`config.mk`:
```
export PLATFORM = sky130hd
export DESIGN_NAME = conv_window_scheduler
export DESIGN_NICKNAME = d
export VERILOG_FILES = /design/src/rtl/conv_window_scheduler.sv
export SDC_FILE = /design/constraint.sdc
export NUM_CORES = 1
export LEC_CHECK = 0
export BUFFER_PORTS_ARGS = -buffer_cell sky130_fd_sc_hd__buf_2
export CAP_MARGIN = 20
export CORE_MARGIN = 4
export CORE_UTILIZATION = 57
export DETAILED_ROUTE_END_ITERATION = 6
export HOLD_SLACK_MARGIN = 0.15
export PLACE_DENSITY = 0.86
export REMOVE_ABC_BUFFERS = 1
export SYNTH_ARGS = -nofsm -noshare
export SYNTH_HDL_FRONTEND = slang
export SYNTH_SLANG_ARGS = --single-unit
export TNS_END_PERCENT = 20
```
`constraint.sdc`:
```
create_clock -name clk -period 5.3 [get_ports clk]
set_input_delay 0 -clock clk [delete_from_list [all_inputs] [get_ports clk]]
set_output_delay 0 -clock clk [all_outputs]
set_load 0.05 [all_outputs]
```
`src/rtl/conv_window_scheduler.sv`:
```
// ---------------------------------------------------------------------------
// conv_window_scheduler
//
// Walks the 5x5 window reader over every valid convolution position of a
// square frame in row-major order. For each position it restarts the reader,
// waits for the reader's stop pulse, then offers the frozen window to the MAC
// stage over a valid/ready handshake before moving to the next position.
//
// Ports
//   clk, rst_n          clock (rising edge), asynchronous active-low reset
//   start               1-cycle pulse, begins a frame scan (IDLE only)
//   abort               synchronous abort back to IDLE
//   win_en              enable to the window reader (ISSUE/FETCH)
//   win_restart         1-cycle restart pulse to the window reader
//   win_row, win_col    top-left corner of the current window
//   win_stop            reader done pulse
//   win_valid, win_ready  window handshake towards the MAC stage
//   win_index           linear position row*OUT_W+col for result-RAM addressing
//   busy                high whenever the scheduler is not IDLE
//   done                1-cycle pulse after the last window is accepted
//   err                 sticky reader timeout flag, cleared by start or reset
// ---------------------------------------------------------------------------
module conv_window_scheduler #(
    parameter int IMG_W   = 28,
    parameter int K       = 5,
    parameter int TIMEOUT = 127
) (
    input  logic       clk,
    input  logic       rst_n,
    input  logic       start,
    input  logic       abort,
    output logic       win_en,
    output logic       win_restart,
    output logic [4:0] win_row,
    output logic [4:0] win_col,
    input  logic       win_stop,
    output logic       win_valid,
    input  logic       win_ready,
    output logic [9:0] win_index,
    output logic       busy,
    output logic       done,
    output logic       err
);

    // state     | meaning
    // ----------+--------------------------------------------------------
    // S_IDLE    | waiting for start
    // S_ISSUE   | restart pulse to reader, timeout counter cleared
    // S_FETCH   | reader running, counting towards timeout
    // S_HAND    | reader frozen, window offered to MAC (win_valid)
    // S_ADVANCE | step col/row to the next position
    // S_DONE    | done pulse, back to IDLE

    localparam int         OUT_W    = IMG_W - K + 1;
    localparam logic [4:0] LAST_POS = 5'(OUT_W - 1);
    localparam logic [9:0] OUT_W_10 = 10'(OUT_W);
    localparam logic [7:0] TO_LAST  = 8'(TIMEOUT - 1);

    typedef enum logic [2:0] {
        S_IDLE,
        S_ISSUE,
        S_FETCH,
        S_HAND,
        S_ADVANCE,
        S_DONE
    } state_t;

    state_t     state_q, state_d;
    logic [4:0] row_q, row_d;
    logic [4:0] col_q, col_d;
    logic [7:0] cnt_q, cnt_d;
    logic [9:0] index_q, index_d;
    logic       err_q, err_d;
    logic       en_q, en_d;
    logic       restart_q, restart_d;
    logic       valid_q, valid_d;
    logic       busy_q, busy_d;
    logic       done_q, done_d;

    always_comb begin
        state_d = state_q;
        row_d   = row_q;
        col_d   = col_q;
        cnt_d   = cnt_q;
        err_d   = err_q;

        if (abort) begin
            // err is deliberately left alone so a timeout survives an abort.
            state_d = S_IDLE;
            row_d   = '0;
            col_d   = '0;
            cnt_d   = '0;
        end else begin
            case (state_q)
                S_IDLE: begin
                    if (start) begin
                        state_d = S_ISSUE;
                        row_d   = '0;
                        col_d   = '0;
                        err_d   = 1'b0;
                    end
                end
                S_ISSUE: begin
                    // win_stop seen here is left over from the previous fetch.
                    cnt_d   = '0;
                    state_d = S_FETCH;
                end
                S_FETCH: begin
                    // A stop arriving on the expiry cycle still counts as success.
                    if (win_stop) begin
                        state_d = S_HAND;
                    end else if (cnt_q == TO_LAST) begin
                        state_d = S_IDLE;
                        err_d   = 1'b1;
                        row_d   = '0;
                        col_d   = '0;
                    end else begin
                        cnt_d = cnt_q + 8'd1;
                    end
                end
                S_HAND: begin
                    // win_valid is high for the whole of HAND.
                    if (win_ready) begin
                        state_d = S_ADVANCE;
                    end
                end
                S_ADVANCE: begin
                    if (col_q < LAST_POS) begin
                        col_d   = col_q + 5'd1;
                        state_d = S_ISSUE;
                    end else begin
                        col_d = '0;
                        if (row_q < LAST_POS) begin
                            row_d   = row_q + 5'd1;
                            state_d = S_ISSUE;
                        end else begin
                            state_d = S_DONE;
                        end
                    end
                end
                S_DONE: begin
                    state_d = S_IDLE;
                    row_d   = '0;
                    col_d   = '0;
                end
                default: begin
                    state_d = S_IDLE;
                end
            endcase
        end
    end

    // Outputs are decoded from the next state so they line up with the
    // state register rather than trailing it by a cycle.
    always_comb begin
        en_d      = (state_d == S_ISSUE) || (state_d == S_FETCH);
        restart_d = (state_d == S_ISSUE);
        valid_d   = (state_d == S_HAND);
        busy_d    = (state_d != S_IDLE);
        done_d    = (state_d == S_DONE);
        index_d   = 10'(row_d) * OUT_W_10 + 10'(col_d);
    end

    always_ff @(posedge clk or negedge rst_n) begin
        if (!rst_n) begin
            state_q   <= S_IDLE;
            row_q     <= '0;
            col_q     <= '0;
            cnt_q     <= '0;
            index_q   <= '0;
            err_q     <= 1'b0;
            en_q      <= 1'b0;
            restart_q <= 1'b0;
            valid_q   <= 1'b0;
            busy_q    <= 1'b0;
            done_q    <= 1'b0;
        end else begin
            state_q   <= state_d;
            row_q     <= row_d;
            col_q     <= col_d;
            cnt_q     <= cnt_d;
            index_q   <= index_d;
            err_q     <= err_d;
            en_q      <= en_d;
            restart_q <= restart_d;
            valid_q   <= valid_d;
            busy_q    <= busy_d;
            done_q    <= done_d;
        end
    end

    assign win_en      = en_q;
    assign win_restart = restart_q;
    assign win_row     = row_q;
    assign win_col     = col_q;
    assign win_valid   = valid_q;
    assign win_index   = index_q;
    assign busy        = busy_q;
    assign done        = done_q;
    assign err         = err_q;

endmodule
```
==> results of run 1 <==
power groups by stage:
stage	combinational, W	clock, W	sequential (W)
6_report	0.0000576	0.000228	0.000272
5_1_grt	0.0000638	0.000246	0.000273
4_1_cts	0.0000580	0.000234	0.000272
3_5_place_dp	0.0000556	0	0.000277
3_3_place_gp	0.0000549	0	0.000276
2_1_floorplan	0.0000232	0	0.000290
logic make-up (layout without fill, tap and decap cells):
family                     Yosys count  in the layout  share of synthesized area [%]
and+or+nand+nor                     96             96                           25.1
AOI/OAI and AO/OA                   57             57                           19.6
DFF                                 34             34                           38.6
buffers and inverters               22             54                           5.10
adders and majority gates           13             13                           7.71
xor gates and xnor gates            10             10                           3.97
sequential cells by signal (all words and copies together) (netlist names):
| name | cells |
|---|---|
| busy | 1 |
| cnt_q | 8 |
| done | 1 |
| err | 1 |
| state_q | 3 |
| win_col | 2 |
| win_en | 1 |
| win_index | 10 |
| win_restart | 1 |
| win_row | 5 |
| win_valid | 1 |
worst paths after layout:
check / depth (start not counted) / from / end / slack [ns]
max: 13 / cnt_q[0] / win_index[9] / 1.34
min: 5 / win_stop / cnt_q[1] / 0.23
max reg2reg: 13 / cnt_q[0] / win_index[9] / 1.34
min reg2reg: 2 / err / err / 0.54
max in group asynchronous: 2 / rst_n / win_row[3] / 4.51
min in group asynchronous: 2 / rst_n / done / 0.32
stage by stage:
stage	worst slack, ns	total power, W
global placement	1.51	0.000331
detailed placement	1.39	0.000332
global route	1.15	0.000582
floorplan	1.30	0.000313
CTS	1.36	0.000564
finish	1.34	0.000558
worst register-to-register path, stage by stage, from the launching register on:
cell and delay (ns):
dfrtp_1 0.42, inv_1 0.07, ha_1 0.20, nand4bb_4 0.12, or4_4 0.53, and2_1 0.27, a21oi_1 0.17, a211oi_1 0.15
ha_1 0.33, inv_1 0.06, fa_1 0.45, nor4b_4 0.43, a21boi_1 0.11, or4b_1 0.52
cell usage after synthesis, types with 4 or more instances:
cell type,n,area share [%]
a21oi_1,18,4.1
clkbuf_1,6,1.0
dfrtp_1,34,39
ha_1,12,6.8
inv_1,11,1.9
nand2_1,22,3.7
nand2b_1,6,1.7
nand3_1,7,1.6
nor2_1,21,3.6
nor3_1,11,2.5
o21ai_0,13,2.9
or3_1,4,1.1
xnor2_1,8,3.2
layer usage:
layer / track usage (%) / up-vias / routed length, um
met5: 0 / - / 0
met4: 5.96 / 0 / 50
met3: 4.75 / 6 / 172
met2: 30.6 / 31 / 2080
met1: 22.9 / 800 / 2010
li1: - / 896 / -
cell type report:
| cell class | count | area (sq um) | area share (%) |
|---|---|---|---|
| Clock buffer | 7 | 76.3 | 3.06 |
| Timing Repair Buffer | 35 | 195 | 7.82 |
| Inverter | 11 | 41.3 | 1.65 |
| Clock inverter | 1 | 30.0 | 1.20 |
| Tap cell | 48 | 60.1 | 2.41 |
| Sequential cell | 34 | 851 | 34.1 |
| Multi-Input combinational cell | 176 | 1240 | 49.8 |
==> run metrics, run 1 <==
Synth Instances 232; outcome complete, no violations; Setup crit end kind flip-flop; max-cap viol count 0; layout cell share with drive strength beyond 1 20.8%; most common cell after layout, fill and taps aside dfrtp_1; yosys warns 0; Seq pwr share 48.7%; period utilisation layout 74.7%; switch share 24.3%; Vias 1733; Logic pwr share 10.3%; initial antenna violation count 0; Final nets 282; Reg clk slew, reported paths 0.06 ns; total iterations of the first detailed-routing run 4; first-pass GRT wire length 7340 um; All-Layer GR Usage 18.3%; Starting DRT DRC Count 83; Final Wtd Congestion 0.825; CP max stage delay 0.53 ns; worst endpoint required time 5.44 ns; DR vias/cell 5.55; Max FO, Critical Path 8; mean post-synth cell area 9.51 sq um; post-detail-place hpwl 3080 um; Core Box Area 3690 sq um; Main synth FF type dfrtp_1; worst hold slack 0.232 ns; RSZ-0062 raised after global routing no; worst path bufs/invs 2; H-tree depth 2; Antenna diodes 0; Root Buffer clkbuf_8; ys async rst share 100%; Num CTS Buffers 5; critical path's slowest cell or4_4; Post-DP Area 2350 sq um; Distinct cells, synth 60; cts repair resizes 0; initial core utilization 59.8%; Worst EP arrival 4.11 ns; std cell rows 22; final instance area 2500 sq um; commonest non-fill, non-tap cells in the layout dfrtp_1, buf_2, nand2_1; worst hold path class in -> reg; postcts setup bufs 0; fillers 288; CTS tree done; antenna-violating nets left 0; die height 70.2 um; Worst Tran Pin Value 0.732 ns; Post-CTS Hold Buffers 4; Setup TNS Final 0 ns; drt wl/cell 13.8 um; Post-Place Cells 300; final wirelength 4320 um; Tmin final 3.96 ns; relative slew slack 51.2%; Boundary Pins 32; Peak VDD IR 0.138 mV; final core occ 67.7%; top cell family by delay on the critical path simple AND/OR/NAND/NOR gates; largest net degree at the start of global routing 35; GRT Residual Overflow 0; clk buf depth 2; CTS sink count 34; Max Clock Freq 0.252 GHz; vias in the first global route 1654; Final Max Tran Viols 0; PwrDens 223 nW/um^2; leakage power 1.20 nW; clock power share 40.9%; Area Overhead vs Synth 13.2%; Int Pwr 0.000422 W; Finish-stage setup viols 0; non-filler instance count after layout 312; EDFF count, synth 0; Chip Width 70.2 um; Seq/Total Area, Yosys 38.6%; Setup CP Type reg -> reg; Post-Syn Area 2210 sq um; # DRC 0; post-synthesis register bit count 34; Worst setup SP type flip-flop; die area 4930 sq um; critical path, cell by cell inv_1 -> ha_1 -> nand4bb_4 -> or4_4 -> and2_1 -> a21oi_1 -> a211oi_1 -> ha_1 -> inv_1 -> fa_1 -> nor4b_4 -> a21boi_1 -> or4b_1; Psw 0.000136 W; Worst-Skew Late Latency 0.28 ns; setup clock skew after layout 0.00463 ns; final hold vios 0; I/O Buffers 31
(Power assumes the default switching activity.)
==> run 2: changes to the inputs <==
CORE_UTILIZATION = 51   (was 57)
PLACE_DENSITY = 0.81   (was 0.86)
clock period = 3.5 ns   (was 5.3 ns; I/O delays follow)
==> run metrics, run 2 (same netlist as run 1, synthesis figures left out) <==
Core Box Area 4090 sq um; clk buf depth 2; largest net degree at the start of global routing 35; WHS Path Cells 5; WHS Endpoint cnt_q[1]; Vias 2020; min-delay src win_stop; # DRC 0; die area 5440 sq um; total iterations of the first detailed-routing run 4; max reg flops 10; Worst-Skew Late Latency 0.28 ns; initial core utilization 54.0%; drt wl/cell 16.4 um; crit path launch cnt_q[0]; worst reg-to-reg setup slack -0.08 ns; Final nets 325; leakage power 1.42 nW; Power, Total 0.000817 W; Max Clock Freq 0.279 GHz; first-pass GRT wire length 9020 um; setup clock skew after layout 0.00632 ns; critical path, cell by cell inv_1 -> ha_2 -> nand4bb_4 -> or4_4 -> a32oi_4 -> nand2_2 -> xnor2_2 -> nor2_2 -> ha_4 -> a21oi_2 -> nor2_2 -> a311oi_4 -> xnor2_2 -> a21boi_1 -> or4b_1; final wirelength 5850 um; pre-CTS WS -0.152 ns; CTS tree done; std cell rows 23; GRT Residual Overflow 0; critical path's slowest cell or4_4; PwrDens 276 nW/um^2; DR vias/cell 5.66; die height 73.8 um; met1 Usage GRT 27.1%; initial antenna violation count 0; RR Endpoint win_index[9]; relative slew slack 49.0%; Worst setup SP type flip-flop; final hold vios 0; CTS sink count 34; worst r2r path cells 15; Root Buffer clkbuf_8; RSZ-0062 raised after global routing yes; layout cell share with drive strength beyond 1 40.1%; H-tree depth 2; Setup CP Type reg -> reg; violated checks setup timing; most common cell after layout, fill and taps aside buf_4; period utilisation layout 102%; Worst Tran Pin Value 0.766 ns; Final Wtd Congestion 0.802; top cell family by delay on the critical path simple AND/OR/NAND/NOR gates; Final Max Tran Viols 0; vias in the first global route 1955; worst r2r src cnt_q[0]; CP max stage delay 0.55 ns; Max FO, Critical Path 4; post-detail-place hpwl 3630 um; grt met3 use 5.20%; outcome finished with violations; worst path bufs/invs 1; max-cap viol count 0; Finish-stage setup viols 1; Worst EP arrival 3.74 ns; met2 Track Usage GR 36.9%; Starting DRT DRC Count 90; Peak VDD IR 0.281 mV; global routing's busiest layer met2; Chip Width 73.8 um; crit path setup slack, layout -0.0783 ns; Setup crit end kind flip-flop; Num CTS Buffers 5; All-Layer GR Usage 21.6%; commonest non-fill, non-tap cells in the layout buf_4, dfrtp_1, buf_2; Reg clk slew, reported paths 0.07 ns; worst endpoint required time 3.66 ns; I/O Buffers 31; Boundary Pins 32; Area Overhead vs Synth 34.3%; worst hold path class in -> reg; antenna-violating nets left 0; Antenna diodes 0; Tmin final 3.58 ns
[run 2: changes by cell type in the layout (fill, tap and decap cells not counted), sizes merged]
cell and change:
clkinv +1, dlygate4sd3 +1, buf +42, bufinv -1
[run 2: layout make-up]
type,count,area (sq um)
Multi-Input combinational cell,176,1380
Fill cell,294,1120
Sequential cell,34,853
Timing Repair Buffer,78,532
Clock buffer,7,86.3
Tap cell,50,62.6
Inverter,11,41.3
Clock inverter,1,5.00
[run 2: per-layer routing]
metal | vias to the layer above | part of all wire (%)
met5 | - | 0
met2 | 56 | 53
met1 | 972 | 40
met4 | 0 | 2.0
li1 | 979 | -
met3 | 13 | 5.1
[run 2: worst max path at each step]
| stage | slack [ns] | to | cells after the start |
|---|---|---|---|
| detailed placement | -0.15 | win_index[9] | 14 |
| CTS | -0.05 | win_index[9] | 14 |
| global placement | -0.07 | win_index[9] | 13 |
| floorplan | -0.50 | win_index[9] | 11 |
| finish | -0.08 | win_index[9] | 15 |
| global route | -0.20 | win_index[9] | 15 |
[run 2: worst register-to-register path, stage by stage (launching register included)]
cell and delay, ns:
dfrtp_1 0.38, inv_1 0.06, ha_2 0.20, nand4bb_4 0.11
or4_4 0.55, a32oi_4 0.32, nand2_2 0.12, xnor2_2 0.17
nor2_2 0.07, ha_4 0.19, a21oi_2 0.15, nor2_2 0.07
a311oi_4 0.26, xnor2_2 0.18, a21boi_1 0.10, or4b_1 0.52
[run 2: timing repair]
| action | 4_1_cts | 5_1_grt |
|---|---|---|
| buffers inserted | 10 | 4 |
| pin swaps | 15 | 16 |
| hold buffers | 5 | 0 |
| hold endpoints to repair | 38 | 0 |
| setup endpoints to repair | 1 | 2 |
| gates cloned | 0 | 0 |
| resized for setup | 16 | 17 |
[run 2: power breakdown]
group          leakage [nW]  internal [W]  total [W]  switching (W)
logic                 0.903     0.0000357   0.000113      0.0000776
registers             0.467      0.000402   0.000405     0.00000297
clock network        0.0482      0.000159   0.000299       0.000140
[run 2: through the flow]
stage	setup TNS [ns]	utilization [%]	cell area [sq um]	hold WS (ns)	cells
after floorplan	-0.504	-	2130	-0.296	221
after global placement	-0.0721	62.9	2570	0.104	331
after detailed placement	-0.152	62.9	2570	0.119	331
after CTS	-0.0478	69.9	2860	0.158	354
after global routing	-0.204	72.5	2960	0.169	357
final	-0.0783	72.5	2960	0.175	357
